==> src/rtl/sleep_unit_pkg.sv <==
// Shared definitions for the multi-core sleep unit: per-core FSM state
// encoding, wake-cause codes and the APB register map.
package sleep_unit_pkg;

   localparam logic [1:0] ST_RUN   = 2'd0;
   localparam logic [1:0] ST_DRAIN = 2'd1;
   localparam logic [1:0] ST_SLEEP = 2'd2;

   localparam logic [1:0] CAUSE_NONE    = 2'd0;
   localparam logic [1:0] CAUSE_EVENT   = 2'd1;
   localparam logic [1:0] CAUSE_TIMEOUT = 2'd2;

   localparam logic [8:0] OFF_CTRL     = 9'h000;
   localparam logic [8:0] OFF_MASK     = 9'h004;
   localparam logic [8:0] OFF_TIMEOUT  = 9'h008;
   localparam logic [8:0] OFF_STATUS   = 9'h00C;
   localparam logic [8:0] OFF_SLEEPING = 9'h100;

   localparam logic [8:0] CORE_STRIDE = 9'h010;
   localparam int         CORE_SHIFT  = $clog2(CORE_STRIDE);

   // register select within a core block (word index inside the stride)
   function automatic logic [1:0] reg_sel_of(input logic [8:0] off);
      return off[3:2];
   endfunction

endpackage

==> src/rtl/sleep_core_ctrl.sv <==
// Sleep controller for a single core: CTRL/MASK/TIMEOUT/STATUS registers,
// wake-event masking, timeout down-counter and the RUN/DRAIN/SLEEP FSM.
//
// Ports:
//   HCLK, HRESET           clock, synchronous active-high reset
//   wr_ctrl/wr_mask/wr_timeout  one-cycle write strobes from the APB decode
//   wr_data                APB write data
//   reg_sel                register selected for read-back
//   irq, core_busy         core status inputs
//   event_lines            raw wake event lines
//   rd_data                read-back of the selected register
//   sleeping               1 while in SLEEP
//   fetch_en, clk_gate     core fetch enable / clock enable
//
// state | meaning
// RUN   | core fetching; a pending req starts the sleep sequence
// DRAIN | fetch stopped, waiting for core idle and no irq
// SLEEP | clock gated until a wake event or timeout; irq goes back to DRAIN
module sleep_core_ctrl
   import sleep_unit_pkg::*;
#(
   parameter int NB_EVENTS   = 8,
   parameter int TIMER_WIDTH = 16
) (
   input  logic                 HCLK,
   input  logic                 HRESET,
   input  logic                 wr_ctrl,
   input  logic                 wr_mask,
   input  logic                 wr_timeout,
   input  logic [31:0]          wr_data,
   input  logic [1:0]           reg_sel,
   input  logic                 irq,
   input  logic                 core_busy,
   input  logic [NB_EVENTS-1:0] event_lines,
   output logic [31:0]          rd_data,
   output logic                 sleeping,
   output logic                 fetch_en,
   output logic                 clk_gate
);

   logic [1:0]             state_q, state_d;
   logic [1:0]             cause_q, cause_d;
   logic                   req_q;
   logic [NB_EVENTS-1:0]   mask_q;
   logic [TIMER_WIDTH-1:0] timeout_q, cnt_q;
   logic [15:0]            wcnt_q;
   logic                   wake, timeout_hit, req_clr, load_cnt, woke;
   logic                   unused_wdata;

   assign unused_wdata = ^wr_data;
   assign wake         = |(event_lines & mask_q);
   assign timeout_hit  = (timeout_q != '0) && (cnt_q == TIMER_WIDTH'(1));

   always_comb begin
      state_d  = state_q;
      cause_d  = cause_q;
      req_clr  = 1'b0;
      load_cnt = 1'b0;
      woke     = 1'b0;
      case (state_q)
         ST_RUN: begin
            if (req_q) begin
               req_clr = 1'b1;
               if (wake) begin
                  woke    = 1'b1;
                  cause_d = CAUSE_EVENT;
               end else begin
                  state_d  = ST_DRAIN;
                  load_cnt = 1'b1;
               end
            end
         end
         ST_DRAIN: begin
            if (wake) begin
               state_d = ST_RUN;
               cause_d = CAUSE_EVENT;
               woke    = 1'b1;
            end else if (timeout_hit) begin
               state_d = ST_RUN;
               cause_d = CAUSE_TIMEOUT;
               woke    = 1'b1;
            end else if (!core_busy && !irq) begin
               state_d = ST_SLEEP;
            end
         end
         ST_SLEEP: begin
            if (wake) begin
               state_d = ST_RUN;
               cause_d = CAUSE_EVENT;
               woke    = 1'b1;
            end else if (timeout_hit) begin
               state_d = ST_RUN;
               cause_d = CAUSE_TIMEOUT;
               woke    = 1'b1;
            end else if (irq) begin
               state_d = ST_DRAIN;
            end
         end
         default: state_d = ST_RUN;
      endcase
   end

   always_ff @(posedge HCLK) begin
      if (HRESET) begin
         state_q   <= ST_RUN;
         cause_q   <= CAUSE_NONE;
         req_q     <= 1'b0;
         mask_q    <= '0;
         timeout_q <= '0;
         cnt_q     <= '0;
         wcnt_q    <= '0;
      end else begin
         state_q <= state_d;
         cause_q <= cause_d;
         // software write of req beats the hardware clear in the same cycle
         if (wr_ctrl && (state_q == ST_RUN)) req_q <= wr_data[0];
         else if (req_clr)                   req_q <= 1'b0;
         if (wr_mask)    mask_q    <= wr_data[NB_EVENTS-1:0];
         if (wr_timeout) timeout_q <= wr_data[TIMER_WIDTH-1:0];
         if (load_cnt)
            cnt_q <= timeout_q;
         else if (((state_q == ST_DRAIN) || (state_q == ST_SLEEP)) && (cnt_q != '0))
            cnt_q <= cnt_q - TIMER_WIDTH'(1);
         if (wr_ctrl && wr_data[1])          wcnt_q <= '0;
         else if (woke && (wcnt_q != 16'hFFFF)) wcnt_q <= wcnt_q + 16'd1;
      end
   end

   assign sleeping = (state_q == ST_SLEEP);
   assign fetch_en = !((state_q == ST_DRAIN) || (state_q == ST_SLEEP) ||
                       ((state_q == ST_RUN) && req_q && !wake));
   assign clk_gate = !((state_q == ST_SLEEP) && !wake);

   always_comb begin
      rd_data = '0;
      case (reg_sel)
         reg_sel_of(OFF_CTRL):    rd_data[0] = req_q;
         reg_sel_of(OFF_MASK):    rd_data[NB_EVENTS-1:0] = mask_q;
         reg_sel_of(OFF_TIMEOUT): rd_data[TIMER_WIDTH-1:0] = timeout_q;
         default:                 rd_data = {wcnt_q, 12'd0, cause_q, state_q};
      endcase
   end

endmodule

==> src/rtl/sleep_unit_mc.sv <==
// Multi-core APB sleep unit: decodes the APB register map, fans writes out
// to one sleep_core_ctrl per core and muxes read data / slave errors.
//
// Ports:
//   HCLK, HRESET                     clock, synchronous active-high reset
//   PADDR..PENABLE, PRDATA, PREADY, PSLVERR   APB slave (zero wait states)
//   irq_i, core_busy_i               per-core status
//   event_i                          wake event lines (level)
//   fetch_en_o, clk_gate_core_o      per-core fetch and clock enables
module sleep_unit_mc
   import sleep_unit_pkg::*;
#(
   parameter int APB_ADDR_WIDTH = 12,
   parameter int NB_CORES       = 4,
   parameter int NB_EVENTS      = 8,
   parameter int TIMER_WIDTH    = 16
) (
   input  logic                      HCLK,
   input  logic                      HRESET,
   input  logic [APB_ADDR_WIDTH-1:0] PADDR,
   input  logic [31:0]               PWDATA,
   input  logic                      PWRITE,
   input  logic                      PSEL,
   input  logic                      PENABLE,
   output logic [31:0]               PRDATA,
   output logic                      PREADY,
   output logic                      PSLVERR,
   input  logic [NB_CORES-1:0]       irq_i,
   input  logic [NB_EVENTS-1:0]      event_i,
   input  logic [NB_CORES-1:0]       core_busy_i,
   output logic [NB_CORES-1:0]       fetch_en_o,
   output logic [NB_CORES-1:0]       clk_gate_core_o
);

   logic                access, is_core, core_ok, is_sleeping_reg, addr_err, wr_ok;
   logic [3:0]          core_idx;
   logic [1:0]          reg_sel;
   logic [NB_CORES-1:0] sleeping;
   logic [31:0]         core_rd [NB_CORES];
   logic                unused_paddr;

   // only PADDR[8:2] takes part in decoding
   assign unused_paddr    = ^PADDR;
   assign access          = PSEL & PENABLE;
   assign core_idx        = PADDR[CORE_SHIFT+3:CORE_SHIFT];
   assign reg_sel         = PADDR[3:2];
   assign is_core         = !PADDR[8];
   assign core_ok         = is_core && (int'(core_idx) < NB_CORES);
   assign is_sleeping_reg = (PADDR[8:2] == OFF_SLEEPING[8:2]);

   always_comb begin
      if (is_core) addr_err = !core_ok || (PWRITE && (reg_sel == reg_sel_of(OFF_STATUS)));
      else         addr_err = !is_sleeping_reg || PWRITE;
   end

   assign PSLVERR = access && addr_err;
   assign PREADY  = 1'b1;
   assign wr_ok   = access && PWRITE && !addr_err;

   for (genvar c = 0; c < NB_CORES; c++) begin : g_core
      logic wr_core;
      assign wr_core = wr_ok && is_core && (core_idx == 4'(c));
      sleep_core_ctrl #(
         .NB_EVENTS   (NB_EVENTS),
         .TIMER_WIDTH (TIMER_WIDTH)
      ) u_core (
         .HCLK        (HCLK),
         .HRESET      (HRESET),
         .wr_ctrl     (wr_core && (reg_sel == reg_sel_of(OFF_CTRL))),
         .wr_mask     (wr_core && (reg_sel == reg_sel_of(OFF_MASK))),
         .wr_timeout  (wr_core && (reg_sel == reg_sel_of(OFF_TIMEOUT))),
         .wr_data     (PWDATA),
         .reg_sel     (reg_sel),
         .irq         (irq_i[c]),
         .core_busy   (core_busy_i[c]),
         .event_lines (event_i),
         .rd_data     (core_rd[c]),
         .sleeping    (sleeping[c]),
         .fetch_en    (fetch_en_o[c]),
         .clk_gate    (clk_gate_core_o[c])
      );
   end

   always_comb begin
      PRDATA = '0;
      if (access && !PWRITE && !addr_err) begin
         if (is_core) begin
            for (int c = 0; c < NB_CORES; c++)
               if (core_idx == 4'(c)) PRDATA = core_rd[c];
         end else begin
            PRDATA[NB_CORES-1:0] = sleeping;
         end
      end
   end

endmodule

==> config.mk <==
export PLATFORM = sky130hd
export DESIGN_NAME = sleep_unit_mc
export DESIGN_NICKNAME = d
export VERILOG_FILES = /design/src/rtl/sleep_unit_pkg.sv /design/src/rtl/sleep_core_ctrl.sv /design/src/rtl/sleep_unit_mc.sv
export SDC_FILE = /design/constraint.sdc
export NUM_CORES = 1
export LEC_CHECK = 0
export ABC_CLOCK_PERIOD_IN_PS = 4100
export BUFFER_PORTS_ARGS = -buffer_cell sky130_fd_sc_hd__buf_2
export CAP_MARGIN = 20
export CELL_PAD_IN_SITES_DETAIL_PLACEMENT = 0
export CELL_PAD_IN_SITES_GLOBAL_PLACEMENT = 1
export CORE_ASPECT_RATIO = 1.1
export CORE_UTILIZATION = 47
export CTS_BUF_LIST = sky130_fd_sc_hd__clkbuf_4 sky130_fd_sc_hd__clkbuf_8
export CTS_CLUSTER_SIZE = 30
export DETAILED_ROUTE_END_ITERATION = 10
export PLACE_DENSITY = 0.93
export SLEW_MARGIN = 20
export SYNTH_ARGS = -nofsm -noshare
export SYNTH_HDL_FRONTEND = slang
export SYNTH_SLANG_ARGS = --single-unit
==> constraint.sdc <==
create_clock -name HCLK -period 4.1 [get_ports HCLK]
set_input_delay 0.41 -clock HCLK [delete_from_list [all_inputs] [get_ports HCLK]]
set_output_delay 0.41 -clock HCLK [all_outputs]
set_load 0.01 [all_outputs]
# After elaboration in Yosys (flattened, before gate mapping)
# Index checks and enable logic that the tools add are counted.
[word_totals] elab_cells=367 reg_bits=244
[classes] n_mux=136 n_addsub=8 bitwise_logic=5 eq_ne=47 n_lt_le_gt_ge=1 n_reduce_logical=142
[ops] cell="16-bit 2-to-1 mux" count=12
[ops] cell="32-bit 2-to-1 mux" count=5
[ops] cell="16-bit nonzero test" count=8
[ops] cell="2-bit 2-to-1 mux" count=48
[ops] cell="7-bit case mux with 3 select lines" count=4
[ops] cell="16-bit by 1-bit adder with 16-bit output, second input constant" count=4
[ops] cell="16-bit by 1-bit equality test with 1-bit output, second input constant" count=4
[ops] cell="16-bit inequality test, second input constant" count=4
[ops] cell="16-bit by 1-bit subtractor with 16-bit output, second input constant" count=4
[ops] cell="1-bit logical AND" count=60
[ops] cell="1-bit 2-to-1 mux" count=45
[ops] cell="8-bit bitwise AND" count=4
[ops] cell="8-bit 2-to-1 mux" count=4
[ops] cell="4-bit AND reduction" count=8
[ops] cell="8-bit OR reduction" count=4
[ops] cell="28-bit 2-to-1 mux" count=1
[ops] cell="1-bit zero test" count=25
[ops] cell="2-bit case mux with 3 select lines" count=4
[ops] cell="2-bit nonzero test" count=12
[ops] cell="2-bit by 1-bit inequality test with 1-bit output, second input constant" count=8
[ops] cell="4-bit by 1-bit inequality test with 1-bit output, second input constant" count=4
[ops] cell="4-bit inequality test, second input constant" count=4
[ops] cell="2-bit case mux with 2 select lines" count=4
[ops] cell="2-bit OR reduction" count=8
[ops] cell="16 further kinds" count=51

# Longest topological paths before layout
# Gate-level depths: netlist (run 1).
[depth] ltp_word=12 ltp_mapped=10 ltp_nobuf=8

# Cells and area by module
# From an unflattened synthesis (run 1), not the netlist that was laid out.
[unflattened] hier_cells=1736 area_unflattened_um2=14726.6
[by_module_without_submodules] module="sleep_core_ctrl at g_core[1].u_core ..." cells_per_inst=383 n_inst=2 area_per_inst_um2=3310.7 seq_area_each_um2=1221.2
[by_module_without_submodules] module="sleep_core_ctrl at g_core[0].u_core" cells_per_inst=391 n_inst=1 area_per_inst_um2=3325.7 seq_area_each_um2=1221.2
[by_module_without_submodules] module="sleep_core_ctrl at g_core[3].u_core" cells_per_inst=390 n_inst=1 area_per_inst_um2=3314.4 seq_area_each_um2=1221.2
[by_module_without_submodules] module="sleep_unit_mc" cells_per_inst=189 n_inst=1 area_per_inst_um2=1465.2 seq_area_each_um2=0.0

# Least setup slack after synthesis (run 1)
# No wires, ideal clock.
[synth_path] kind="register to register" from="register g_core[3].u_core.cnt_q[4]" to="register g_core[3].u_core.wcnt_q[15]" slack_ps=991 setup_time_ps=71 synth_period_minus_slack_ps=3109 path_buffers=3 arrival_ps=3038 path_stages_with_launch=10 path_cell_list="dfxtp_1 or4_1 buf_2 or4_1 buf_2 or4b_4 and2_1 clkbuf_2 or4_1 a21oi_1"
[synth_between] elab_chain_cells=6
[synth_rtl] item="from (decl)" line_no="sleep_core_ctrl.sv:45" rtl="logic [TIMER_WIDTH-1:0] timeout_q, cnt_q;"
[synth_rtl] item="from (signal assigned)" line_no="sleep_core_ctrl.sv:121" rtl="cnt_q <= timeout_q;"
[synth_rtl] item="from (signal assigned)" line_no="sleep_core_ctrl.sv:123" rtl="cnt_q <= cnt_q - TIMER_WIDTH'(1);"
[synth_rtl] item="16-bit by 1-bit equality test with 1-bit output" line_no="sleep_core_ctrl.sv:52" rtl="assign timeout_hit = (timeout_q != '0) && (cnt_q == TIMER_WIDTH'(1));"
[synth_rtl] item="1-bit logical AND" line_no="sleep_core_ctrl.sv:52"
[synth_rtl] item="1-bit 2-to-1 mux" line_no="sleep_core_ctrl.sv:78, sleep_core_ctrl.sv:91"
[synth_rtl] item="1-bit 2-to-1 mux" line_no="sleep_core_ctrl.sv:74" rtl="if (wake) begin"
[synth_rtl] item="1-bit case mux with 2 select lines" line_no="sleep_core_ctrl.sv:60" rtl="case (state_q)"
[synth_rtl] item="1-bit logical AND" line_no="sleep_core_ctrl.sv:125" rtl="else if (woke && (wcnt_q != 16'hFFFF)) wcnt_q <= wcnt_q + 16'd1;"
[synth_rtl] item="to (signal assigned)" line_no="sleep_core_ctrl.sv:125"
[synth_rtl] item="to (decl)" line_no="sleep_core_ctrl.sv:46" rtl="logic [15:0] wcnt_q;"
# No other way between the ends.
# A chain may end at the register's enable or synchronous reset.

# Worst setup path after layout (run 1)
# Same ends and word-level chain as after synthesis.

==> flow_summary.html, run 1 <==
<table>
<tr><th>Metric</th><th>Value</th></tr>
<tr><th colspan="2">Placement</th></tr>
<tr><td>Placed instance count</td><td>2032</td></tr>
<tr><td>Sum of net half-perimeters after detailed placement</td><td>27900 um</td></tr>
<tr><td>Global placer's final weighted congestion</td><td>0.888</td></tr>
<tr><td>Number of I/O port buffers</td><td>84</td></tr>
<tr><th colspan="2">Route</th></tr>
<tr><td>Post-detailed-route via-to-cell ratio</td><td>6.06</td></tr>
<tr><td>Via count</td><td>12800</td></tr>
<tr><td>Routed wire length per instance</td><td>18.7 um</td></tr>
<tr><td>Detailed-route DRC error count</td><td>0</td></tr>
<tr><td>Detailed-router iteration count before antenna repair</td><td>5</td></tr>
<tr><td>Remaining number of nets flagged by the antenna check after routing</td><td>0</td></tr>
<tr><td>Number of DRC violations after detailed-routing iteration 0</td><td>1225</td></tr>
<tr><td>Total routed wirelength</td><td>39500 um</td></tr>
<tr><th colspan="2">Cells and area</th></tr>
<tr><td>Total number of nets in the final design</td><td>1812</td></tr>
<tr><td>Commonest non-fill, non-tap cell in the layout</td><td>dfxtp_1</td></tr>
<tr><td>Filler-free cell count of the finished design</td><td>2112</td></tr>
<tr><td>Fraction of final layout cells with drive strength greater than 1</td><td>13.0%</td></tr>
<tr><td>Top library cells by usage in the layout, fill and taps aside</td><td>244 x dfxtp_1, 222 x nor2_1, 161 x nand2_1</td></tr>
<tr><td>Area added between synthesis and finish</td><td>11.4%</td></tr>
<tr><td>Antenna Cells</td><td>0</td></tr>
<tr><th colspan="2">CTS</th></tr>
<tr><td>CTS sink count</td><td>244</td></tr>
<tr><td>Source-to-sink clock delay at the later pin of the worst-skew pair</td><td>0.55 ns</td></tr>
<tr><td>Clock H-tree levels</td><td>2</td></tr>
<tr><td>Hold buffer count at CTS</td><td>0</td></tr>
<tr><td>Buffer levels on the longest clock path</td><td>3</td></tr>
<tr><td>CTS tree</td><td>yes</td></tr>
<tr><td>Root Buffer Master</td><td>clkbuf_8</td></tr>
<tr><td>Worst-path clk slew</td><td>0.06 ns</td></tr>
<tr><td>Setup fix buffers added after clock tree synthesis</td><td>0</td></tr>
<tr><td># resized after CTS</td><td>0</td></tr>
<tr><td>CTS Buf Count</td><td>44</td></tr>
<tr><th colspan="2">Run</th></tr>
<tr><td>Maxcap violations</td><td>0</td></tr>
<tr><th colspan="2">STA</th></tr>
<tr><td>Part of the cycle the worst path needs</td><td>83.2%</td></tr>
<tr><td>Fmax</td><td>293 MHz</td></tr>
<tr><td>Clock tree skew after final layout</td><td>0.0137 ns</td></tr>
<tr><td>Worst Tran Pin Value</td><td>1.07 ns</td></tr>
<tr><td>RSZ-0062 raised after global routing</td><td>false</td></tr>
<tr><td>Min Tclk post-route</td><td>3.41 ns</td></tr>
<tr><td>Number of pins with negative max-slew slack in the final report</td><td>0</td></tr>
<tr><td>Setup_tns</td><td>0 ns</td></tr>
<tr><td>Final Hold Viols</td><td>0</td></tr>
<tr><td>Headroom to the max-slew limit</td><td>28.8%</td></tr>
<tr><td>Setup-violating endpoint count in the final report</td><td>0</td></tr>
<tr><th colspan="2">Worst setup path</th></tr>
<tr><td>Worst EP required</td><td>4.56 ns</td></tr>
<tr><td>WP data arrival</td><td>3.87 ns</td></tr>
<tr><td>Reg2Reg Depth</td><td>6</td></tr>
<tr><td>Cell type of the slowest stage on the worst timing path</td><td>or4_1</td></tr>
<tr><td>CP Max Fanout</td><td>18</td></tr>
<tr><td>Reg2Reg Capture Point</td><td>g_core[3].u_core.wcnt_q[15]$_SDFFE_PP0P_</td></tr>
<tr><td>Most numerous cell on the critical path</td><td>or4_1</td></tr>
<tr><td>Crit Reg-Reg Startpoint</td><td>g_core[3].u_core.cnt_q[4]$_SDFFE_PP0P_</td></tr>
<tr><td>Delay of the slowest cell on the worst path</td><td>0.67 ns</td></tr>
<tr><td>Crit Path Category</td><td>reg2reg</td></tr>
<tr><td>Series of cell instances along the critical path</td><td>or4_1 &gt; or4_1 &gt; or4b_4 &gt; and2_1 &gt; or4_1 &gt; a21oi_1</td></tr>
<tr><td>Critical path capture point type</td><td>flop</td></tr>
<tr><td>Type of element launching the critical path</td><td>flop</td></tr>
<tr><td>Setup slack of the most critical reg-to-reg path</td><td>0.69 ns</td></tr>
<tr><th colspan="2">Synth</th></tr>
<tr><td>Avg Cell Area, Syn</td><td>8.05 um^2</td></tr>
<tr><td>Count of state elements after synthesis</td><td>244</td></tr>
<tr><td>Post-synthesis net count</td><td>1775</td></tr>
<tr><td>Area fraction of the dominant cell type after synthesis</td><td>36.2%</td></tr>
<tr><td>Proportion of synthesized flip-flops having asynchronous set or reset</td><td>0%</td></tr>
<tr><td>Number of warnings issued by yosys</td><td>0</td></tr>
<tr><td>Post-synthesis cell count</td><td>1678</td></tr>
<tr><td>Number of enable flip-flop cells after synthesis</td><td>0</td></tr>
<tr><td>Biggest area contributors in the synthesized netlist</td><td>dfxtp_1 36%, nor2_1 6.2%, mux2i_1 5.8%</td></tr>
<tr><td>Part of the Yosys area used for sequential elements</td><td>36.2%</td></tr>
<tr><td>Number of different library cells in the post-synthesis netlist</td><td>65</td></tr>
<tr><td>Post-synth top area cell</td><td>dfxtp_1</td></tr>
<tr><td>Netlist area before placement</td><td>13500 um^2</td></tr>
<tr><td>Most common flop cell mapped by yosys</td><td>dfxtp_1</td></tr>
<tr><th colspan="2">Pwr</th></tr>
<tr><td>Power per unit of standard cell area</td><td>424 nW/um^2</td></tr>
<tr><td>IR drop worst, VDD</td><td>0.000253 V</td></tr>
<tr><td>Static leakage power</td><td>5.50 nW</td></tr>
<tr><th colspan="2">Floorplan</th></tr>
<tr><td>Die outline height</td><td>180 um</td></tr>
<tr><td>Core box area</td><td>28000 um^2</td></tr>
<tr><td>Site Rows</td><td>64</td></tr>
<tr><td>Number of top-level pins</td><td>107</td></tr>
<tr><td>DIE WIDTH</td><td>164 um</td></tr>
<tr><td>Starting Density</td><td>48.2%</td></tr>
<tr><td>Area of the die</td><td>29400 um^2</td></tr>
<tr><th colspan="2">Global routing</th></tr>
<tr><td>Number of global-route vias before repair</td><td>11800</td></tr>
<tr><td>Antenna violations before repair</td><td>1</td></tr>
<tr><td>Pin count of the biggest net entering global routing</td><td>99</td></tr>
<tr><td>Global route total overflow</td><td>0</td></tr>
<tr><td>Overall global routing resource usage</td><td>26.3%</td></tr>
<tr><td>First-pass GRT wire length</td><td>62300 um</td></tr>
<tr><th colspan="2">Min path</th></tr>
<tr><td>Worst hold endpoint</td><td>g_core[0].u_core.timeout_q[12]$_SDFFE_PP0P_</td></tr>
<tr><td>Hold path start</td><td>PWDATA[12]</td></tr>
<tr><td>Worst hold path depth</td><td>3</td></tr>
<tr><td>Worst min-delay path category</td><td>in2reg</td></tr>
<tr><th colspan="2">Outcome</th></tr>
<tr><td>Outcome</td><td>completed</td></tr>
</table>
==> worst max-delay path by stage <==
| stage | from | endpoint | slack [ns] |
|---|---|---|---|
| 3_5_place_dp | g_core[3].u_core.cnt_q[4]$_SDFFE_PP0P_ | g_core[3].u_core.wcnt_q[15]$_SDFFE_PP0P_ | 0.71 |
| 3_3_place_gp | g_core[3].u_core.cnt_q[4]$_SDFFE_PP0P_ | g_core[3].u_core.wcnt_q[15]$_SDFFE_PP0P_ | 0.75 |
| 4_1_cts | g_core[3].u_core.cnt_q[4]$_SDFFE_PP0P_ | g_core[3].u_core.wcnt_q[15]$_SDFFE_PP0P_ | 0.69 |
| 5_1_grt | g_core[3].u_core.cnt_q[4]$_SDFFE_PP0P_ | g_core[3].u_core.wcnt_q[7]$_SDFFE_PP0P_ | 0.55 |
| 6_report | g_core[3].u_core.cnt_q[4]$_SDFFE_PP0P_ | g_core[3].u_core.wcnt_q[15]$_SDFFE_PP0P_ | 0.69 |
| 2_1_floorplan | g_core[3].u_core.cnt_q[4]$_SDFFE_PP0P_ | g_core[3].u_core.wcnt_q[15]$_SDFFE_PP0P_ | 0.99 |
==> synth_stat cells (all sizes together) (10+ instances only) <==
master,count
a211oi,90
and2,13
or3,14
ha,32
nor2,224
a221oi,14
a31oi,10
o21ai,28
and4,12
nand2,161
a22oi,34
buf,17
inv,43
nor2b,30
nor3,57
nor4,44
a31o,12
xnor2,59
a21oi,105
clkbuf,99
nand4,33
mux2,13
nand3,38
mux2i,78
xor2,11
dfxtp,244
a311oi,11
o31ai,12
nand2b,15
o22ai,26
or4,16
and3,18
==> layout make-up <==
| cell class | count | area (um^2) |
|---|---|---|
| clock buffers | 71 | 890 |
| clock inverters | 9 | 50.0 |
| fillers | 2698 | 13000 |
| inverters | 43 | 161 |
| multi-input cells | 1275 | 8010 |
| flip-flops and latches | 244 | 4880 |
| well taps | 363 | 454 |
| repair buffers | 107 | 599 |
==> flip-flops by register name, summed over array words and instances, names as in the netlist <==
signal	cells
g_core.u_core.mask_q	32
g_core.u_core.cause_q	8
g_core.u_core.cnt_q	64
g_core.u_core.wcnt_q	64
g_core.u_core.state_q	8
g_core.u_core.timeout_q	64
g_core.u_core.req_q	4
==> worst max-delay path, delay by kind of cell, from the launching register on <==
kind | cells | cell delay (ns)
AND/OR/NAND/NOR | 5 | 2.84
flip-flops | 1 | 0.35
AO/OA/AOI/OAI | 1 | 0.14
==> power breakdown <==
group          total (mW)  internal (mW)  leakage, nW  switching (mW)
sequential           2.62           2.50         1.97           0.120
combinational        1.37          0.562         3.03           0.810
clock                2.40           1.37        0.502            1.02
total                6.39           4.43         5.50            1.95
==> per-layer routing <==
| metal | routed length, um | vias to the layer above | GRT usage [%] | part of all wire [%] |
|---|---|---|---|---|
| li1 | - | 6182 | - | - |
| met5 | 13 | - | 0 | 0.033 |
| met1 | 17400 | 6070 | 35.1 | 44 |
| met4 | 1150 | 2 | 9.15 | 2.9 |
| met3 | 2500 | 86 | 3.65 | 6.3 |
| met2 | 18500 | 465 | 42.9 | 47 |
==> logic make-up (layout without fill, tap and decap cells) <==
| logic type | after synthesis | in the layout | synth area share (%) |
|---|---|---|---|
| XOR/XNOR | 70 | 70 | 4.54 |
| buffers and inverters | 159 | 230 | 4.70 |
| multiplexers | 96 | 96 | 7.70 |
| other | 1 | 1 | 0.0278 |
| flip-flops | 244 | 244 | 36.2 |
| AND/OR/NAND/NOR | 701 | 701 | 25.3 |
| adder cells (fa/ha/maj) | 32 | 32 | 2.96 |
| AO/OA/AOI/OAI | 375 | 375 | 18.6 |
==> stage by stage <==
step	hold slack, ns	util, %	setup WS (ns)	total power, mW	instance area, um^2
3_3_place_gp	0.437	50.3	0.753	3.97	14100
4_1_cts	0.128	53.7	0.695	6.40	15000
6_report	0.155	53.7	0.691	6.39	15000
3_5_place_dp	0.455	50.3	0.709	4.00	14100
2_1_floorplan	0.421	-	0.991	3.71	13500
5_1_grt	0.146	53.7	0.551	6.71	15000
No activity file was read; power rests on OpenSTA's default activity.
==> run 2, diff against run 1 <==
- ABC_CLOCK_PERIOD_IN_PS: 4100 -> 3100
- CORE_UTILIZATION: 47 -> 42
- PLACE_DENSITY: 0.93 -> 0.88
- clock period: 4.1 -> 3.1 ns (I/O delays scaled with it)
==> flow_summary.html, run 2 (same netlist as run 1, synthesis figures left out) <==
<table>
<tr><th>Metric</th><th>Value</th></tr>
<tr><th colspan="2">Worst setup path</th></tr>
<tr><td>CP Max Fanout</td><td>16</td></tr>
<tr><td>Type of element launching the critical path</td><td>flop</td></tr>
<tr><td>Crit Path Category</td><td>reg2reg</td></tr>
<tr><td>Critical path capture point type</td><td>flop</td></tr>
<tr><td>Worst EP required</td><td>3.56 ns</td></tr>
<tr><td>WP data arrival</td><td>3.46 ns</td></tr>
<tr><th colspan="2">CTS</th></tr>
<tr><td>CTS Buf Count</td><td>44</td></tr>
<tr><td>CTS tree</td><td>yes</td></tr>
<tr><td>Setup fix buffers added after clock tree synthesis</td><td>0</td></tr>
<tr><td>Worst-path clk slew</td><td>0.06 ns</td></tr>
<tr><td>Root Buffer Master</td><td>clkbuf_8</td></tr>
<tr><td>Clock H-tree levels</td><td>2</td></tr>
<tr><td>Source-to-sink clock delay at the later pin of the worst-skew pair</td><td>0.58 ns</td></tr>
<tr><td>Buffer levels on the longest clock path</td><td>3</td></tr>
<tr><td>CTS sink count</td><td>244</td></tr>
<tr><th colspan="2">Cells and area</th></tr>
<tr><td>Total number of nets in the final design</td><td>1844</td></tr>
<tr><td>Multi-input combinational cell area</td><td>8000 um^2</td></tr>
<tr><td>Commonest non-fill, non-tap cell in the layout</td><td>dfxtp_1</td></tr>
<tr><td>Top library cells by usage in the layout, fill and taps aside</td><td>244 x dfxtp_1, 222 x nor2_1, 161 x nand2_1</td></tr>
<tr><td>Layout fillers</td><td>3117</td></tr>
<tr><td>Post-route cell area</td><td>15400 um^2</td></tr>
<tr><td>Largest registers in the final layout</td><td>g_core.u_core.cnt_q: 64 flops, g_core.u_core.timeout_q: 64 flops, g_core.u_core.wcnt_q: 64 flops</td></tr>
<tr><td>Fraction of final layout cells with drive strength greater than 1</td><td>14.4%</td></tr>
<tr><td>Area occupied by registers</td><td>4880 um^2</td></tr>
<tr><td>Final Util</td><td>48.8%</td></tr>
<tr><td>Area added between synthesis and finish</td><td>13.6%</td></tr>
<tr><td>Antenna Cells</td><td>0</td></tr>
<tr><th colspan="2">Floorplan</th></tr>
<tr><td>Core box area</td><td>31500 um^2</td></tr>
<tr><td>Starting Density</td><td>42.9%</td></tr>
<tr><td>Area of the die</td><td>32900 um^2</td></tr>
<tr><td>DIE WIDTH</td><td>173 um</td></tr>
<tr><td>Die outline height</td><td>190 um</td></tr>
<tr><td>Number of top-level pins</td><td>107</td></tr>
<tr><td>Site Rows</td><td>68</td></tr>
<tr><th colspan="2">Route</th></tr>
<tr><td>Detailed-router iteration count before antenna repair</td><td>5</td></tr>
<tr><td>Total routed wirelength</td><td>40700 um</td></tr>
<tr><td>Post-detailed-route via-to-cell ratio</td><td>5.91</td></tr>
<tr><td>Detailed-route DRC error count</td><td>0</td></tr>
<tr><td>Routed wire length per instance</td><td>18.5 um</td></tr>
<tr><td>Remaining number of nets flagged by the antenna check after routing</td><td>0</td></tr>
<tr><td>Number of DRC violations after detailed-routing iteration 0</td><td>1210</td></tr>
<tr><td>Via count</td><td>13000</td></tr>
<tr><th colspan="2">Global routing</th></tr>
<tr><td>Antenna violations before repair</td><td>0</td></tr>
<tr><td>Global route total overflow</td><td>0</td></tr>
<tr><td>Number of global-route vias before repair</td><td>12100</td></tr>
<tr><td>Pin count of the biggest net entering global routing</td><td>99</td></tr>
<tr><td>First-pass GRT wire length</td><td>64700 um</td></tr>
<tr><td>Overall global routing resource usage</td><td>24.3%</td></tr>
<tr><th colspan="2">Placement</th></tr>
<tr><td>Post-placement cell area</td><td>14400 um^2</td></tr>
<tr><td>Number of I/O port buffers</td><td>84</td></tr>
<tr><td>Sum of net half-perimeters after detailed placement</td><td>29100 um</td></tr>
<tr><td>Global placer's final weighted congestion</td><td>0.904</td></tr>
<tr><td>Post-placement setup slack</td><td>0.0116 ns</td></tr>
<tr><th colspan="2">STA</th></tr>
<tr><td>Setup_tns</td><td>0 ns</td></tr>
<tr><td>Worst setup slack after layout</td><td>0.109 ns</td></tr>
<tr><td>Setup-violating endpoint count in the final report</td><td>0</td></tr>
<tr><td>Clock tree skew after final layout</td><td>0.0380 ns</td></tr>
<tr><td>Part of the cycle the worst path needs</td><td>96.5%</td></tr>
<tr><td>Headroom to the max-slew limit</td><td>28.4%</td></tr>
<tr><td>RSZ-0062 raised after global routing</td><td>false</td></tr>
<tr><td>Final Hold Viols</td><td>0</td></tr>
<tr><td>Worst Tran Pin Value</td><td>1.07 ns</td></tr>
<tr><td>Min Tclk post-route</td><td>2.99 ns</td></tr>
<tr><td>Number of pins with negative max-slew slack in the final report</td><td>0</td></tr>
<tr><td>Fmax</td><td>334 MHz</td></tr>
<tr><th colspan="2">Pwr</th></tr>
<tr><td>IR drop worst, VDD</td><td>0.000402 V</td></tr>
<tr><td>Power share of the combinational group</td><td>21.7%</td></tr>
<tr><td>Internal power contribution</td><td>5.90 mW</td></tr>
<tr><td>Sequential cell fraction of total power</td><td>40.6%</td></tr>
<tr><td>Sw Pwr</td><td>2.63 mW</td></tr>
<tr><td>Share of power burned in the clock network</td><td>37.7%</td></tr>
<tr><td>Power per unit of standard cell area</td><td>556 nW/um^2</td></tr>
<tr><td>Share of total power consumed by net switching</td><td>30.8%</td></tr>
<tr><td>Power after layout</td><td>8.54 mW</td></tr>
<tr><td>Static leakage power</td><td>5.65 nW</td></tr>
<tr><th colspan="2">Run</th></tr>
<tr><td>Maxcap violations</td><td>0</td></tr>
<tr><th colspan="2">Outcome</th></tr>
<tr><td>Outcome</td><td>completed</td></tr>
<tr><th colspan="2">Min path</th></tr>
<tr><td>Worst min-delay path category</td><td>in2reg</td></tr>
</table>
==> run 2: final cells by class <==
cell class | instances | share of cell area [%]
Multi-Input combinational cell | 1275 | 52.1
Timing Repair Buffer | 139 | 5.48
Tap cell | 420 | 3.42
Clock buffer | 71 | 5.79
Clock inverter | 8 | 0.318
Inverter | 43 | 1.05
Sequential cell | 244 | 31.8
==> run 2: what timing repair did <==
action,in CTS,in global routing
endpoints found under the setup margin,6,7
hold buffers,1,0
gates resized for setup,1,1
endpoints found under the hold margin,2,0
==> run 2: power groups by stage <==
stage               Sequential, mW  Combinational, mW  Clock, mW
detailed placement            3.52               1.83          0
CTS                           3.46               1.84       3.28
global placement              3.52               1.81          0
global route                  3.49               2.06       3.43
floorplan                     3.48               1.42          0
finish                        3.46               1.86       3.22
==> run 2: worst max-delay path, cell delays in order, from the launching register on <==
cell and delay [ns]:
dfxtp_1 0.31, or4_1 0.54, or4_1 0.56, or4b_4 0.58, and2_4 0.23, or4_1 0.51, a21oi_1 0.15
==> run 2: path summary, 6_finish.rpt <==
| kind | from | depth (start not counted) | to | slack [ns] |
|---|---|---|---|---|
| worst max-delay path | g_core[3].u_core.cnt_q[12]$_SDFFE_PP0P_ | 6 | g_core[3].u_core.wcnt_q[15]$_SDFFE_PP0P_ | 0.11 |
| worst max register to register | g_core[3].u_core.cnt_q[12]$_SDFFE_PP0P_ | 6 | g_core[3].u_core.wcnt_q[15]$_SDFFE_PP0P_ | 0.11 |
| worst min-delay path | PWDATA[10] | 3 | g_core[0].u_core.timeout_q[10]$_SDFFE_PP0P_ | 0.02 |
| worst min register to register | g_core[3].u_core.cause_q[0]$_SDFFE_PP0P_ | 2 | g_core[3].u_core.cause_q[0]$_SDFFE_PP0P_ | 0.45 |
==> run 2: through the flow <==
| stage | cells | hold WS [ns] |
|---|---|---|
| 5_1_grt | 2200 | 0.0203 |
| 6_report | 2200 | 0.0190 |
| 3_5_place_dp | 2120 | 0.444 |
| 4_1_cts | 2200 | 0.00162 |
| 3_3_place_gp | 2120 | 0.439 |
| 2_1_floorplan | 1678 | 0.421 |
==> run 2: routing by layer <==
| layer | track usage [%] | wire length (um) | vias up |
|---|---|---|---|
| li1 | - | - | 6248 |
| met4 | 9.19 | 1310 | 0 |
| met2 | 40.1 | 19000 | 451 |
| met3 | 3.06 | 2300 | 96 |
| met5 | 0 | 0 | - |
| met1 | 32.5 | 18100 | 6203 |
